File: config.mk
export PLATFORM = sky130hd
export DESIGN_NAME = adc_auto_calib
export DESIGN_NICKNAME = d
export VERILOG_FILES = /design/src/rtl/adc_auto_calib.sv
export SDC_FILE = /design/constraint.sdc
export NUM_CORES = 1
export LEC_CHECK = 0
export BUFFER_PORTS_ARGS = -buffer_cell sky130_fd_sc_hd__buf_2
export CORE_ASPECT_RATIO = 1.25
export CORE_MARGIN = 5
export CORE_UTILIZATION = 53
export CTS_CLUSTER_DIAMETER = 50
export DETAILED_ROUTE_END_ITERATION = 10
export PLACE_DENSITY = 0.77
export SYNTH_ARGS = -nofsm -noshare
export SYNTH_HDL_FRONTEND = slang
export SYNTH_SLANG_ARGS = --single-unit
File: constraint.sdc
create_clock -name clk_i -period 3.45 [get_ports clk_i]
set_clock_uncertainty 0.15 [all_clocks]
set_input_delay 0.69 -clock clk_i [delete_from_list [all_inputs] [get_ports clk_i]]
set_output_delay 0.69 -clock clk_i [all_outputs]
set_load 0.005 [all_outputs]
File: src/rtl/adc_auto_calib.sv
// adc_auto_calib
//   Automatic IDELAY/ISERDES calibration for one ADC receiver lane. While the
//   ADC transmits its training word, the engine sweeps all 32 IDELAY taps. It
//   grades each tap as stable or unstable and keeps the widest run of stable
//   taps, where the earliest run wins a tie. It then loads the floor centre of
//   that run and issues bitslips until the deserialized word matches the
//   training pattern.
//
//   Optional feature: define ADC_AUTO_CALIB_READBACK_EN to compare the IDELAY
//   tap readback with the loaded tap on the last settle cycle after every
//   load. A mismatch aborts with fail code 3. Without the macro, the readback
//   input is ignored.
//
// Ports
//   clk_i          lane clock, rising edge
//   rst_i          asynchronous active-high reset
//   start_i        single-cycle calibration request (ignored while busy)
//   data_i         ISERDES word, one per clock
//   dl_cnt_val_i   IDELAY tap readback
//   dl_cnt_in_o    tap value to load
//   dl_load_val_o  one-cycle IDELAY load strobe
//   bitslip_o      one-cycle ISERDES bitslip strobe
//   busy_o         calibration in progress
//   done_o/fail_o  sticky result flags, cleared by the next start or reset
//   fail_code_o    0 none, 1 no eye, 2 slips exhausted, 3 readback mismatch
//   eye_start_o    first tap of the chosen eye
//   eye_width_o    length of the chosen eye (0..32)
module adc_auto_calib #(
  parameter int unsigned       DATA_W        = 8,
  parameter logic [DATA_W-1:0] TRAIN_PATTERN = 8'hA5,
  parameter int unsigned       SETTLE_CYC    = 8,
  parameter int unsigned       CHECK_CYC     = 16,
  parameter int unsigned       MIN_EYE       = 4
) (
  input  logic              clk_i,
  input  logic              rst_i,
  input  logic              start_i,
  input  logic [DATA_W-1:0] data_i,
  input  logic [4:0]        dl_cnt_val_i,
  output logic [4:0]        dl_cnt_in_o,
  output logic              dl_load_val_o,
  output logic              bitslip_o,
  output logic              busy_o,
  output logic              done_o,
  output logic              fail_o,
  output logic [1:0]        fail_code_o,
  output logic [4:0]        eye_start_o,
  output logic [5:0]        eye_width_o
);

  localparam int unsigned CNT_MAX = (SETTLE_CYC > CHECK_CYC) ? SETTLE_CYC : CHECK_CYC;
  localparam int unsigned CW      = $clog2(CNT_MAX + 1);
  localparam int unsigned SW      = (DATA_W > 2) ? $clog2(DATA_W) : 1;

  localparam logic [CW-1:0] SETTLE_LAST = CW'(SETTLE_CYC - 1);
  localparam logic [CW-1:0] CHECK_LAST  = CW'(CHECK_CYC - 1);
  localparam logic [SW-1:0] SLIP_LAST   = SW'(DATA_W - 1);
  localparam logic [5:0]    MIN_EYE_W   = 6'(MIN_EYE);

  typedef enum logic [3:0] {
    S_IDLE, S_LOAD, S_SETTLE, S_CHECK, S_EVAL, S_CENTER, S_CSETTLE,
    S_SLIP_CHECK, S_SLIP, S_SSETTLE, S_DONE, S_FAIL
  } state_t;

  state_t            state_q;
  logic [CW-1:0]     cnt_q;
  logic [4:0]        tap_q;
  logic [DATA_W-1:0] ref_q;
  logic              good_q;
  logic [5:0]        cur_len_q;
  logic [4:0]        cur_start_q;
  logic [5:0]        best_len_q;
  logic [4:0]        best_start_q;
  logic [SW-1:0]     slip_cnt_q;
  logic [4:0]        dl_cnt_in_q;
  logic              dl_load_q;
  logic              bitslip_q;
  logic              busy_q;
  logic              done_q;
  logic              fail_q;
  logic [1:0]        fail_code_q;

  // A word is acceptable as a reference if any rotation of the training
  // pattern matches it. The bitslip phase fixes the rotation later.
  function automatic logic is_rotation(input logic [DATA_W-1:0] w);
    logic              hit;
    logic [DATA_W-1:0] r;
    hit = 1'b0;
    r   = TRAIN_PATTERN;
    for (int i = 0; i < int'(DATA_W); i++) begin
      if (w == r) hit = 1'b1;
      r = {r[DATA_W-2:0], r[DATA_W-1]};
    end
    return hit;
  endfunction

  logic rb_mismatch;
`ifdef ADC_AUTO_CALIB_READBACK_EN
  assign rb_mismatch = (dl_cnt_val_i != dl_cnt_in_q);
`else
  logic unused_rb;
  assign rb_mismatch = 1'b0;
  assign unused_rb   = ^dl_cnt_val_i;
`endif

  // Run tracking for the EVAL cycle. The fin_* values are the best run once
  // this tap has been accounted for. On tap 31 they include the run that is
  // still open.
  logic [5:0] run_len;
  logic [4:0] run_start;
  logic       close_run;
  logic       take_best;
  logic [5:0] fin_len;
  logic [4:0] fin_start;
  logic [4:0] centre;

  always_comb begin
    run_len   = good_q ? (cur_len_q + 6'd1) : cur_len_q;
    run_start = (good_q && cur_len_q == 6'd0) ? tap_q : cur_start_q;
    close_run = !good_q || (tap_q == 5'd31);
    take_best = close_run && (run_len > best_len_q);
    fin_len   = take_best ? run_len   : best_len_q;
    fin_start = take_best ? run_start : best_start_q;
    centre    = fin_start + fin_len[5:1];
  end

  always_ff @(posedge clk_i or posedge rst_i) begin
    if (rst_i) begin
      state_q      <= S_IDLE;
      cnt_q        <= '0;
      tap_q        <= '0;
      ref_q        <= '0;
      good_q       <= 1'b0;
      cur_len_q    <= '0;
      cur_start_q  <= '0;
      best_len_q   <= '0;
      best_start_q <= '0;
      slip_cnt_q   <= '0;
      dl_cnt_in_q  <= '0;
      dl_load_q    <= 1'b0;
      bitslip_q    <= 1'b0;
      busy_q       <= 1'b0;
      done_q       <= 1'b0;
      fail_q       <= 1'b0;
      fail_code_q  <= 2'd0;
    end else begin
      // Strobes are high only in the cycle after they are set.
      dl_load_q <= 1'b0;
      bitslip_q <= 1'b0;
      case (state_q)
        S_IDLE, S_DONE, S_FAIL: begin
          if (start_i) begin
            done_q       <= 1'b0;
            fail_q       <= 1'b0;
            fail_code_q  <= 2'd0;
            tap_q        <= '0;
            cur_len_q    <= '0;
            cur_start_q  <= '0;
            best_len_q   <= '0;
            best_start_q <= '0;
            slip_cnt_q   <= '0;
            dl_cnt_in_q  <= '0;
            dl_load_q    <= 1'b1;
            busy_q       <= 1'b1;
            state_q      <= S_LOAD;
          end
        end
        S_LOAD: begin
          cnt_q   <= '0;
          state_q <= S_SETTLE;
        end
        S_SETTLE, S_CSETTLE: begin
          if (cnt_q == SETTLE_LAST) begin
            cnt_q <= '0;
            if (rb_mismatch) begin
              busy_q      <= 1'b0;
              fail_q      <= 1'b1;
              fail_code_q <= 2'd3;
              state_q     <= S_FAIL;
            end else begin
              state_q <= (state_q == S_SETTLE) ? S_CHECK : S_SLIP_CHECK;
            end
          end else begin
            cnt_q <= cnt_q + 1'b1;
          end
        end
        S_CHECK: begin
          if (cnt_q == '0) begin
            ref_q  <= data_i;
            good_q <= is_rotation(data_i);
          end else if (data_i != ref_q) begin
            good_q <= 1'b0;
          end
          if (cnt_q == CHECK_LAST) state_q <= S_EVAL;
          else                     cnt_q   <= cnt_q + 1'b1;
        end
        S_EVAL: begin
          if (close_run) begin
            cur_len_q <= '0;
            if (take_best) begin
              best_len_q   <= run_len;
              best_start_q <= run_start;
            end
          end else begin
            cur_len_q   <= run_len;
            cur_start_q <= run_start;
          end
          if (tap_q != 5'd31) begin
            tap_q       <= tap_q + 5'd1;
            dl_cnt_in_q <= tap_q + 5'd1;
            dl_load_q   <= 1'b1;
            state_q     <= S_LOAD;
          end else if (fin_len < MIN_EYE_W) begin
            // The no-eye verdict is taken here so that the failure lands
            // directly after the last swept tap.
            busy_q      <= 1'b0;
            fail_q      <= 1'b1;
            fail_code_q <= 2'd1;
            state_q     <= S_FAIL;
          end else begin
            // CENTER is the load cycle for the centre tap.
            tap_q       <= centre;
            dl_cnt_in_q <= centre;
            dl_load_q   <= 1'b1;
            state_q     <= S_CENTER;
          end
        end
        S_CENTER: begin
          cnt_q   <= '0;
          state_q <= S_CSETTLE;
        end
        S_SLIP_CHECK: begin
          if (data_i == TRAIN_PATTERN) begin
            busy_q  <= 1'b0;
            done_q  <= 1'b1;
            state_q <= S_DONE;
          end else if (slip_cnt_q == SLIP_LAST) begin
            busy_q      <= 1'b0;
            fail_q      <= 1'b1;
            fail_code_q <= 2'd2;
            state_q     <= S_FAIL;
          end else begin
            slip_cnt_q <= slip_cnt_q + 1'b1;
            bitslip_q  <= 1'b1;
            state_q    <= S_SLIP;
          end
        end
        S_SLIP: begin
          cnt_q   <= '0;
          state_q <= S_SSETTLE;
        end
        S_SSETTLE: begin
          if (cnt_q == SETTLE_LAST) begin
            cnt_q   <= '0;
            state_q <= S_SLIP_CHECK;
          end else begin
            cnt_q <= cnt_q + 1'b1;
          end
        end
        default: state_q <= S_IDLE;
      endcase
    end
  end

  assign dl_cnt_in_o   = dl_cnt_in_q;
  assign dl_load_val_o = dl_load_q;
  assign bitslip_o     = bitslip_q;
  assign busy_o        = busy_q;
  assign done_o        = done_q;
  assign fail_o        = fail_q;
  assign fail_code_o   = fail_code_q;
  assign eye_start_o   = best_start_q;
  assign eye_width_o   = best_len_q;

endmodule
==> reports/qor.csv <==
metric,value,unit
sequential element share of the synthesized area,0.381,
die width,83.8,um
period utilisation layout,1.05,
Avg WL per Cell,15.9,um
failing checks,negative setup slack,
complex-gate fraction of the synthesized area,0.203,
fraction of registers with async set or reset after synthesis,1.00,
simple-gate portion of the synthesized area,0.179,
CP Data Arrival Time,3.69,ns
CTS Sinks,55,
Fin. Hold Viols,0,
final core occ,0.699,
status,"complete, but fails checks",
first-pass GRT wire length,15100,um
Critical Path Most Common Cell,ha_4,
power consumption,3.20,mW
worst-path fanout max,7,
full die area,8570,um2
Synth Flop Type,dfrtp_1,
vias per std cell,5.75,
die height,102,um
GP Congestion,0.860,
area grow syn2layout,27.8,%
Crit path largest cell delay,0.44,ns
number of buffers added on ports,33,
"Reg clk slew, reported paths",0.11,ns
drc violations,0,
starting density of the core,0.547,
Max IR drop VDD,462,uV
xor/xnor share of the synthesized area,0.0527,
Setup TNS Final,-0.558,ns
"Clk Latency, worst-skew pair",0.32,ns
CTS buffer count,5,
max-slew violations,0,
Final ANT Viol Nets,0,
number of synthesized flops with an enable pin,0,
Syn. warnings,0,
"count leader, synth",dfrtp_1,
Lkg Pwr,2.14,nW
initial antenna violation count,0,
hold-fix buffer count after cts,0,
Mapped Cells,390,
post-route setup slack,-0.172,ns
Worst Path Required,3.52,ns
Row Count,33,
cell accounting for the most synthesized area,dfrtp_1,
fillers,490,
synthesized-area fraction occupied by adder cells,0.0714,
HPWL Detailed,6170,um
main combinational cell family by area after synthesis,compound AO/OA/AOI/OAI gates,
CP Cell Sequence,ha_4 > nand4_1 > xor2_1 > inv_1 > ha_4 > nand4_1 > a21oi_4 > o21bai_4 > buf_6 > a21oi_4 > ha_4 > inv_2 > fa_2 > buf_4 > xnor2_2 > nand2_1 > o21ai_2 > a32o_1,
Setup crit start kind,flip-flop,
nets@finish,510,
CP max-delay cell,dfrtp_1,
pin count of the biggest net entering global routing,56,
synth top area cells,"dfrtp_1 38%, ha_1 6.6%, nand2_1 4.8%",
Total GRT Usage,0.213,
setup violators final,4,
Fmax,276,MHz
post-synth top area share,0.381,
Hold WC Path Type,reg -> reg,
Mapped Avg Cell Area,9.26,um2
drt pass-1 iters,4,
vias in the first global route,3312,
CTS H-tree depth,2,
GR Overflow Total,0,
unrepaired setup endpoints after global routing,true,
Root Driver,clkbuf_8,
Synth top cells by count,"55 x dfrtp_1, 46 x nand2_1, 28 x o21ai_0",
CP Capture Type,flip-flop,
Worst Setup Path Type,reg -> reg,
pwr dens,694,nW/um2
post-synthesis cell type count,62,
Slew HR,0.536,
#FFs+latches synth,55,
actual slew at the worst max-slew pin,0.696,ns
I/O Pins,39,
Placeable Area,6610,um2
final WL,8940,um
hold_ws,0.346,ns
vias post-DR,3234,
CTS Buffer Depth,2,
final worst path period need,3.62,ns
Syn Nets,426,
violation count after the first detailed-route iteration,175,
synthesized cell area,3610,um2
post-synthesis mux area share,0.0565,
fraction of layout cells with a size suffix above 1,0.347,
antenna cells,0,
max-cap violations,0,
TritonCTS clock tree,done,
-- through the flow --
stage / instance area [um2] / setup WS, ns / instances
3_3_place_gp: 4160 / -0.340 / 535
4_1_cts: 4510 / -0.139 / 556
2_1_floorplan: 3680 / -0.0375 / 390
3_5_place_dp: 4160 / -0.397 / 535
6_report: 4620 / -0.172 / 562
5_1_grt: 4620 / -0.373 / 562
-- layout by cell type (no fill, tap or decap), drive strengths merged, types with 11 or more instances in the layout --
cell type and count:
o21ai 34, mux2 11, buf 95, a21oi 20, nand2 46, xnor2 15, dfrtp 55, inv 24
ha 19, nor2 23
-- critical path, delay by kind of cell (launching register included) --
kind | cells | cell delay [ns]
AOI/OAI and AO/OA | 5 | 0.83
xor gates and xnor gates | 2 | 0.33
adders and majority gates | 4 | 0.97
buffers and inverters | 4 | 0.46
DFF | 1 | 0.44
and+or+nand+nor | 3 | 0.34
-- worst paths after layout --
check,from,end,slack (ns),cells after the start
setup / recovery,cur_len_q[1]$_DFFE_PP0P_,dl_cnt_in_o[2]$_DFFE_PP0P_,-0.17,18
hold / removal,slip_cnt_q[0]$_DFFE_PP0P_,slip_cnt_q[0]$_DFFE_PP0P_,0.35,1
setup reg to reg,cur_len_q[1]$_DFFE_PP0P_,dl_cnt_in_o[2]$_DFFE_PP0P_,-0.17,18
hold reg to reg,slip_cnt_q[0]$_DFFE_PP0P_,slip_cnt_q[0]$_DFFE_PP0P_,0.35,1
max in group asynchronous,rst_i,cur_len_q[0]$_DFFE_PP0P_,2.25,3
min in group asynchronous,rst_i,cur_start_q[3]$_DFFE_PP0P_,0.40,3
-- cells by family (layout without fill, tap and decap cells) --
family,count (synthesis),after routing
adders and majority gates,20,20
DFF,55,55
muxes,19,19
and+or+nand+nor,124,124
buffers and inverters,43,127
AOI/OAI and AO/OA,109,110
xor gates and xnor gates,20,20
-- power by group --
group | switching (mW) | internal [mW]
clock network | 0.234 | 0.146
logic | 0.927 | 0.907
registers | 0.192 | 0.796
total | 1.35 | 1.85
-- state kept, by name, indices dropped and copies added, names as in the netlist, 2 cells and up --
register	count
cnt_q	5
cur_len_q	6
cur_start_q	5
dl_cnt_in_o	5
eye_start_o	5
eye_width_o	6
fail_code_o	2
ref_q	8
slip_cnt_q	3
state_q	4
-- timing repair --
action	CTS	global route
buffers inserted	12	6
endpoints found under the setup margin	4	4
resized for setup	32	10
pin swaps	11	10
hold endpoints to repair	0	0
gates cloned	1	0
-- layout make-up --
cell class | instances | area [um2] | area share
inverter | 24 | 90.1 | 0.0195
clock inverter | 3 | 25.0 | 0.00542
tap | 87 | 109 | 0.0236
multi-input combinational | 293 | 2300 | 0.498
sequential | 55 | 1380 | 0.298
timing repair buffer | 95 | 646 | 0.140
clock buffer | 5 | 68.8 | 0.0149
-- routing by layer --
metal	global-route usage	share of wire
met3	0.0363	0.032
met1	0.237	0.40
met5	0	0
met2	0.404	0.53
met4	0.0866	0.036
Note: power is estimated with default switching activity, not from simulation.
